[config.mk]
export PLATFORM = sky130hd
export DESIGN_NAME = uart_core_param
export DESIGN_NICKNAME = d
export VERILOG_FILES = /design/src/rtl/uart_core_param.sv
export SDC_FILE = /design/constraint.sdc
export NUM_CORES = 1
export LEC_CHECK = 0
export CORE_MARGIN = 8
export CORE_UTILIZATION = 59
export CTS_BUF_LIST = sky130_fd_sc_hd__clkbuf_2
export DETAILED_ROUTE_END_ITERATION = 6
export GPL_TIMING_DRIVEN = 0
export PLACE_DENSITY = 0.92
export SYNTH_ARGS = -nofsm -noshare
export SYNTH_HDL_FRONTEND = slang
export SYNTH_SLANG_ARGS = --single-unit
[constraint.sdc]
create_clock -name clk_100m -period 2.1 [get_ports clk_100m]
set_input_delay 0.21 -clock clk_100m [delete_from_list [all_inputs] [get_ports clk_100m]]
set_output_delay 0.21 -clock clk_100m [all_outputs]
set_load 0.005 [all_outputs]
[src/rtl/uart_core_param.sv]
// Parametrised full-duplex UART: configurable word length, parity and stop bits,
// 16x (OVERSAMPLE) mid-bit sampling on RX with glitch rejection and error flags.
module uart_core_param #(
  parameter int CLK_HZ     = 100000000,
  parameter int BAUD       = 115200,
  parameter int DATA_BITS  = 8,
  parameter int PARITY     = 0,
  parameter int STOP_BITS  = 1,
  parameter int OVERSAMPLE = 16
) (
  input  logic                 clk_100m,
  input  logic                 rst_n,
  input  logic [DATA_BITS-1:0] tx_data,
  input  logic                 tx_valid,
  output logic                 tx_ready,
  output logic                 tx,
  input  logic                 rx,
  output logic [DATA_BITS-1:0] rx_data,
  output logic                 rx_valid,
  input  logic                 rx_ack,
  output logic                 rx_frame_err,
  output logic                 rx_parity_err,
  output logic                 rx_overrun
);

  localparam int TICK_RAW = (CLK_HZ + BAUD * OVERSAMPLE / 2) / (BAUD * OVERSAMPLE);
  localparam int TICK_DIV = (TICK_RAW < 1) ? 1 : TICK_RAW;
  localparam int TDW      = (TICK_DIV > 1) ? $clog2(TICK_DIV) : 1;
  localparam int OSW      = $clog2(STOP_BITS * OVERSAMPLE);
  localparam int IDXW     = $clog2(DATA_BITS);

  localparam logic [TDW-1:0]  TICK_LAST = TDW'(TICK_DIV - 1);
  localparam logic [OSW-1:0]  OS_LAST   = OSW'(OVERSAMPLE - 1);
  localparam logic [OSW-1:0]  OS_HALF   = OSW'(OVERSAMPLE / 2 - 1);
  localparam logic [OSW-1:0]  STOP_LAST = OSW'(STOP_BITS * OVERSAMPLE - 1);
  localparam logic [IDXW-1:0] IDX_LAST  = IDXW'(DATA_BITS - 1);
  localparam logic            PAR_ODD   = (PARITY == 1);
  localparam logic            HAS_PAR   = (PARITY != 0);

  // ---------------------------------------------------------------- tick gen
  logic [TDW-1:0] tick_cnt;
  logic           tick;

  assign tick = (tick_cnt == TICK_LAST);

  always_ff @(posedge clk_100m or negedge rst_n) begin
    if (!rst_n)    tick_cnt <= '0;
    else if (tick) tick_cnt <= '0;
    else           tick_cnt <= tick_cnt + 1'b1;
  end

  // ---------------------------------------------------------------- TX
  // Handshake: a word transfers on any rising edge where tx_valid && tx_ready;
  // tx_ready is high only in IDLE, so tx_valid is ignored for the whole frame.
  typedef enum logic [2:0] {
    TX_IDLE   = 3'd0,
    TX_START  = 3'd1,
    TX_DATA   = 3'd2,
    TX_PARITY = 3'd3,
    TX_STOP   = 3'd4
  } tx_state_t;

  tx_state_t             tx_state, tx_state_n;
  logic [OSW-1:0]        tx_os, tx_os_n;
  logic [IDXW-1:0]       tx_idx, tx_idx_n;
  logic [DATA_BITS-1:0]  tx_shift, tx_shift_n;
  logic                  tx_par, tx_par_n;
  logic                  tx_q, tx_q_n;

  always_ff @(posedge clk_100m or negedge rst_n) begin
    if (!rst_n) begin
      tx_state <= TX_IDLE;
      tx_os    <= '0;
      tx_idx   <= '0;
      tx_shift <= '0;
      tx_par   <= 1'b0;
      tx_q     <= 1'b1;
    end else begin
      tx_state <= tx_state_n;
      tx_os    <= tx_os_n;
      tx_idx   <= tx_idx_n;
      tx_shift <= tx_shift_n;
      tx_par   <= tx_par_n;
      tx_q     <= tx_q_n;
    end
  end

  // A line level is driven on the tick that starts its bit; tx_os then counts
  // the remaining ticks, so every bit spans exactly OVERSAMPLE ticks.
  always_comb begin
    tx_state_n = tx_state;
    tx_os_n    = tx_os;
    tx_idx_n   = tx_idx;
    tx_shift_n = tx_shift;
    tx_par_n   = tx_par;
    tx_q_n     = tx_q;
    case (tx_state)
      TX_IDLE: begin
        if (tx_valid) begin
          tx_state_n = TX_START;
          tx_shift_n = tx_data;
          tx_par_n   = (^tx_data) ^ PAR_ODD;
          tx_os_n    = '0;
          tx_idx_n   = '0;
        end
      end
      TX_START: begin
        if (tick) begin
          if (tx_q) begin
            tx_q_n  = 1'b0;
            tx_os_n = '0;
          end else if (tx_os == OS_LAST) begin
            tx_state_n = TX_DATA;
            tx_q_n     = tx_shift[0];
            tx_os_n    = '0;
            tx_idx_n   = '0;
          end else begin
            tx_os_n = tx_os + 1'b1;
          end
        end
      end
      TX_DATA: begin
        if (tick) begin
          if (tx_os == OS_LAST) begin
            tx_os_n = '0;
            if (tx_idx == IDX_LAST) begin
              if (HAS_PAR) begin
                tx_state_n = TX_PARITY;
                tx_q_n     = tx_par;
              end else begin
                tx_state_n = TX_STOP;
                tx_q_n     = 1'b1;
              end
            end else begin
              tx_idx_n   = tx_idx + 1'b1;
              tx_shift_n = tx_shift >> 1;
              tx_q_n     = tx_shift[1];
            end
          end else begin
            tx_os_n = tx_os + 1'b1;
          end
        end
      end
      TX_PARITY: begin
        if (tick) begin
          if (tx_os == OS_LAST) begin
            tx_state_n = TX_STOP;
            tx_q_n     = 1'b1;
            tx_os_n    = '0;
          end else begin
            tx_os_n = tx_os + 1'b1;
          end
        end
      end
      TX_STOP: begin
        if (tick) begin
          if (tx_os == STOP_LAST) begin
            tx_state_n = TX_IDLE;
            tx_os_n    = '0;
          end else begin
            tx_os_n = tx_os + 1'b1;
          end
        end
      end
      default: begin
        tx_state_n = TX_IDLE;
        tx_q_n     = 1'b1;
      end
    endcase
  end

  assign tx_ready = (tx_state == TX_IDLE);
  assign tx       = tx_q;

  // ---------------------------------------------------------------- RX
  typedef enum logic [2:0] {
    RX_IDLE   = 3'd0,
    RX_START  = 3'd1,
    RX_DATA   = 3'd2,
    RX_PARITY = 3'd3,
    RX_STOP   = 3'd4,
    RX_BREAK  = 3'd5
  } rx_state_t;

  logic                 rx_s1, rx_s2;
  rx_state_t            rx_state, rx_state_n;
  logic [OSW-1:0]       rx_os, rx_os_n;
  logic [IDXW-1:0]      rx_idx, rx_idx_n;
  logic [DATA_BITS-1:0] rx_shift, rx_shift_n;
  logic                 rx_par_bit, rx_par_bit_n;
  logic                 rx_deliver;
  logic                 rx_frame_bad;
  logic                 rx_par_bad;

  always_ff @(posedge clk_100m or negedge rst_n) begin
    if (!rst_n) begin
      rx_s1 <= 1'b1;
      rx_s2 <= 1'b1;
    end else begin
      rx_s1 <= rx;
      rx_s2 <= rx_s1;
    end
  end

  always_ff @(posedge clk_100m or negedge rst_n) begin
    if (!rst_n) begin
      rx_state   <= RX_IDLE;
      rx_os      <= '0;
      rx_idx     <= '0;
      rx_shift   <= '0;
      rx_par_bit <= 1'b0;
    end else begin
      rx_state   <= rx_state_n;
      rx_os      <= rx_os_n;
      rx_idx     <= rx_idx_n;
      rx_shift   <= rx_shift_n;
      rx_par_bit <= rx_par_bit_n;
    end
  end

  // START re-checks the line half a bit after the falling edge; every later
  // sample lands a whole bit further on, i.e. mid-bit.
  always_comb begin
    rx_state_n   = rx_state;
    rx_os_n      = rx_os;
    rx_idx_n     = rx_idx;
    rx_shift_n   = rx_shift;
    rx_par_bit_n = rx_par_bit;
    rx_deliver   = 1'b0;
    rx_frame_bad = 1'b0;
    rx_par_bad   = 1'b0;
    if (tick) begin
      case (rx_state)
        RX_IDLE: begin
          if (!rx_s2) begin
            rx_state_n = RX_START;
            rx_os_n    = '0;
          end
        end
        RX_START: begin
          if (rx_os == OS_HALF) begin
            rx_os_n  = '0;
            rx_idx_n = '0;
            if (rx_s2) rx_state_n = RX_IDLE;
            else       rx_state_n = RX_DATA;
          end else begin
            rx_os_n = rx_os + 1'b1;
          end
        end
        RX_DATA: begin
          if (rx_os == OS_LAST) begin
            rx_os_n    = '0;
            rx_shift_n = {rx_s2, rx_shift[DATA_BITS-1:1]};
            if (rx_idx == IDX_LAST) rx_state_n = HAS_PAR ? RX_PARITY : RX_STOP;
            else                    rx_idx_n   = rx_idx + 1'b1;
          end else begin
            rx_os_n = rx_os + 1'b1;
          end
        end
        RX_PARITY: begin
          if (rx_os == OS_LAST) begin
            rx_os_n      = '0;
            rx_par_bit_n = rx_s2;
            rx_state_n   = RX_STOP;
          end else begin
            rx_os_n = rx_os + 1'b1;
          end
        end
        RX_STOP: begin
          if (rx_os == OS_LAST) begin
            rx_os_n      = '0;
            rx_deliver   = 1'b1;
            rx_frame_bad = !rx_s2;
            rx_par_bad   = HAS_PAR && ((^rx_shift) ^ rx_par_bit ^ PAR_ODD);
            rx_state_n   = rx_s2 ? RX_IDLE : RX_BREAK;
          end else begin
            rx_os_n = rx_os + 1'b1;
          end
        end
        RX_BREAK: begin
          // a line held low must return high before another frame can start
          if (rx_s2) rx_state_n = RX_IDLE;
        end
        default: rx_state_n = RX_IDLE;
      endcase
    end
  end

  // Output holding register: a pending word is never overwritten unless the
  // consumer acknowledges it in the same cycle.
  always_ff @(posedge clk_100m or negedge rst_n) begin
    if (!rst_n) begin
      rx_data       <= '0;
      rx_valid      <= 1'b0;
      rx_frame_err  <= 1'b0;
      rx_parity_err <= 1'b0;
      rx_overrun    <= 1'b0;
    end else if (rx_deliver) begin
      if (!rx_valid || rx_ack) begin
        rx_data       <= rx_shift;
        rx_valid      <= 1'b1;
        rx_frame_err  <= rx_frame_bad;
        rx_parity_err <= rx_par_bad;
        rx_overrun    <= 1'b0;
      end else begin
        rx_overrun <= 1'b1;
      end
    end else if (rx_ack && rx_valid) begin
      rx_valid      <= 1'b0;
      rx_overrun    <= 1'b0;
      rx_frame_err  <= 1'b0;
      rx_parity_err <= 1'b0;
    end
  end

endmodule

==> flow_summary.yaml <==
drt:
  viasPerCell: 5.62
  drt_iter0_markers: 78
  final_antenna_net_count: 0
  wl_per_cell_um: 15.1
  drc: 0
  vias: 2051
  finalWirelength_um: 5500
  firstDrtPassIters: 4
layout:
  layout_common_cells: "dfrtp_1, nand2_1, clkdlybuf4s50_1"
  final_area_um2: 3320
  multiInputGateArea_um2: 1360
  layout_commonest_cell: "dfrtp_1"
  fin_nets: 317
  drive_gt1_share_pct: 22.6
  ff_latch_area_um2: 1410
  fillCellCount: 336
  syn_to_final_growth_pct: 15.2
floorplan:
  dieArea_um2: 7370
  design.core.area_um2: 4720
  io_pins: 27
  die_y_um: 85.9
  start_util_pct: 61.0
  fp.dieW_um: 85.9
  num_rows: 25
clocking:
  clock-root-buffer: "clkbuf_2"
  clkLatencyLatePin_ps: 470
  cts.sink_count: 56
  cts.clk_slew.worst_paths_ps: 290
  htreeDepth: 2
  clockBufferDepth: 2
  cts_tree: "done"
  cts_made_buffers: 5
critical_path:
  r2r_slack_ps: 100
  max_stage_delay_ps: 500
  path_max_fanout: 5
  worstSetupEndpointType: "flip-flop"
  cp_slowest_cell: "dfrtp_1"
  cp-start-kind: "flip-flop"
  critical_path_class: "flip-flop to flip-flop"
  crit_family: "flip-flops"
  critPathRequiredTime_ps: 2500
  cp_num_buf_inv: 1
  worstPathCellList: "inv_1, ha_2, nand4_2, nor3_4, o221a_2, mux2_2"
  arrival_ps: 2390
yosys:
  synthAdderAreaFrac_pct: 3.48
  seq_area_frac_synth_pct: 48.8
  synth_fp_nets: 281
  synth_edf_count: 0
  ys_warn_count: 0
  synth_ff_type: "dfrtp_1"
  synthDistinctLibCells: 54
  synthXorXnorAreaFrac_pct: 1.22
  synth_cells: 260
  ys_ff_latch: 56
  synth_compound_area_share_pct: 13.5
  synth_mux_area_share_pct: 10.9
  avgSynthCellArea_um2: 11.1
  netlist_area_um2: 2880
  synthSimpleGateAreaFrac_pct: 17.8
  synth_async_sr_flop_share_pct: 100
  synth_top_family_by_area: "simple AND/OR/NAND/NOR gates"
timing:
  slew_violations: 0
  relSlewSlack_pct: 58.8
  skew_ps: 26.9
  tightest_slew_ps: 618
  hold-worst-slack_ps: 87.9
  fin_crit_sh_pct: 95.1
  setup_violations: 0
  rsz0062_at_grt: "false"
  layout_min_cycle_time_ps: 2000
  clock.fmax_mhz: 501
  hold_violations: 0
  tns_ps: 0
place:
  gp_congestion: 0.868
  hpwl_um: 4150
  placedInstanceArea_um2: 3230
  io_buffers: 25
flow_run:
  maxCapViolCount: 0
power_and_ir_drop:
  ir_drop_v: 0.000511
  leakagePower_nw: 1.55
  power_mw: 1.67
  power_density_nw_per_um2: 504
hold_path:
  hp-class: "input pin to flip-flop"
global_route:
  grt_pass1_vias: 2071
  grt-ovfl-total: 0
  grt_max_degree: 32
  grt_pass1_wl_um: 9460
  grtUsageTotal_pct: 16.2
  antenna_found_initial: 1
status:
  outcome: "finished clean"
final timing paths:
check	startpoint	end	cells past startpoint
worst max-delay path	tick_cnt[1]	tx_idx[2]	6
worst min-delay path	rx	rx_s1	1
worst max register to register	tick_cnt[1]	tx_idx[2]	6
worst min register to register	rx_s1	rx_s2	0
max in group asynchronous	rst_n	tx	3
min in group asynchronous	rst_n	rx_os[1]	2
metal layers:
layer	global-route usage, %	share of wire, %	up-vias
met5	0	0	-
met4	8.28	2.0	0
met3	3.82	3.5	7
met2	27.6	52	44
met1	18.5	42	1004
li1	-	-	996
cells in the mapped netlist (all sizes together) (2+ instances only):
master	number	area, µm²
a21oi	16	87.6
o21ai	22	118
xor2	2	17.5
dfrtp	53	1330
mux2	19	244
o31ai	5	42.5
nor2	21	97.6
nor3	7	51.3
buf	10	76.3
o32ai	2	17.5
ha	8	100
xnor2	2	17.5
or3	2	12.5
nand2b	5	38.8
a22oi	2	15.0
inv	12	45.0
and3	4	25.0
nand2	24	90.1
mux2i	7	70.1
nand3	9	45.0
nand4	7	77.6
dfstp	3	78.8
state kept, by name, indices dropped and copies added (netlist names):
signal	count
rx_frame_err	1
rx_overrun	1
tick_cnt	6
rx_os	4
tx_os	4
rx_idx	3
rx_valid	1
tx_state	3
tx_shift	8
rx_shift	8
rx_s2	1
rx_s1	1
tx_idx	3
rx_data	8
rx_state	3
tx	1
per-stage QoR:
step | cells | worst slack [ps] | util, %
2_1_floorplan | 260 | 255 | -
3_3_place_gp | 352 | -859 | 68.0
3_5_place_dp | 353 | -3.12 | 68.3
4_1_cts | 362 | -4.12 | 69.6
5_1_grt | 365 | 11.9 | 70.2
6_report | 365 | 104 | 70.2
kinds of logic (layout without fill, tap and decap cells):
group | after synthesis | after routing
flops | 56 | 56
mux | 26 | 26
fa+ha+maj | 8 | 8
other cells | 1 | 2
simple gates | 87 | 87
xor+xnor | 4 | 4
buf+inv | 22 | 59
compound gates | 56 | 56
where the power goes:
group | internal, mW | switching [mW] | leakage, nW
Sequential | 1.11 | 0.0195 | 0.728
Clock | 0.0843 | 0.353 | 0.0294
Combinational | 0.0517 | 0.0505 | 0.789
Total | 1.25 | 0.423 | 1.55
timing repair:
action	CTS	global route
buffers inserted	0	2
resized for setup	1	5
hold buffers	1	0
endpoints found under the setup margin	8	23
hold endpoints to repair	23	0
pin swaps	0	1
final cells by class:
| class | instances | area share, % |
|---|---|---|
| inverter | 12 | 1.36 |
| timing repair buffer | 29 | 8.83 |
| antenna | 1 | 0.0755 |
| tap | 67 | 2.53 |
| clock inverter | 3 | 0.642 |
| buffer | 10 | 2.38 |
| sequential | 56 | 42.4 |
| multi-input combinational | 182 | 41.0 |
| clock buffer | 5 | 0.755 |
No activity file was read; power rests on OpenSTA's default activity.
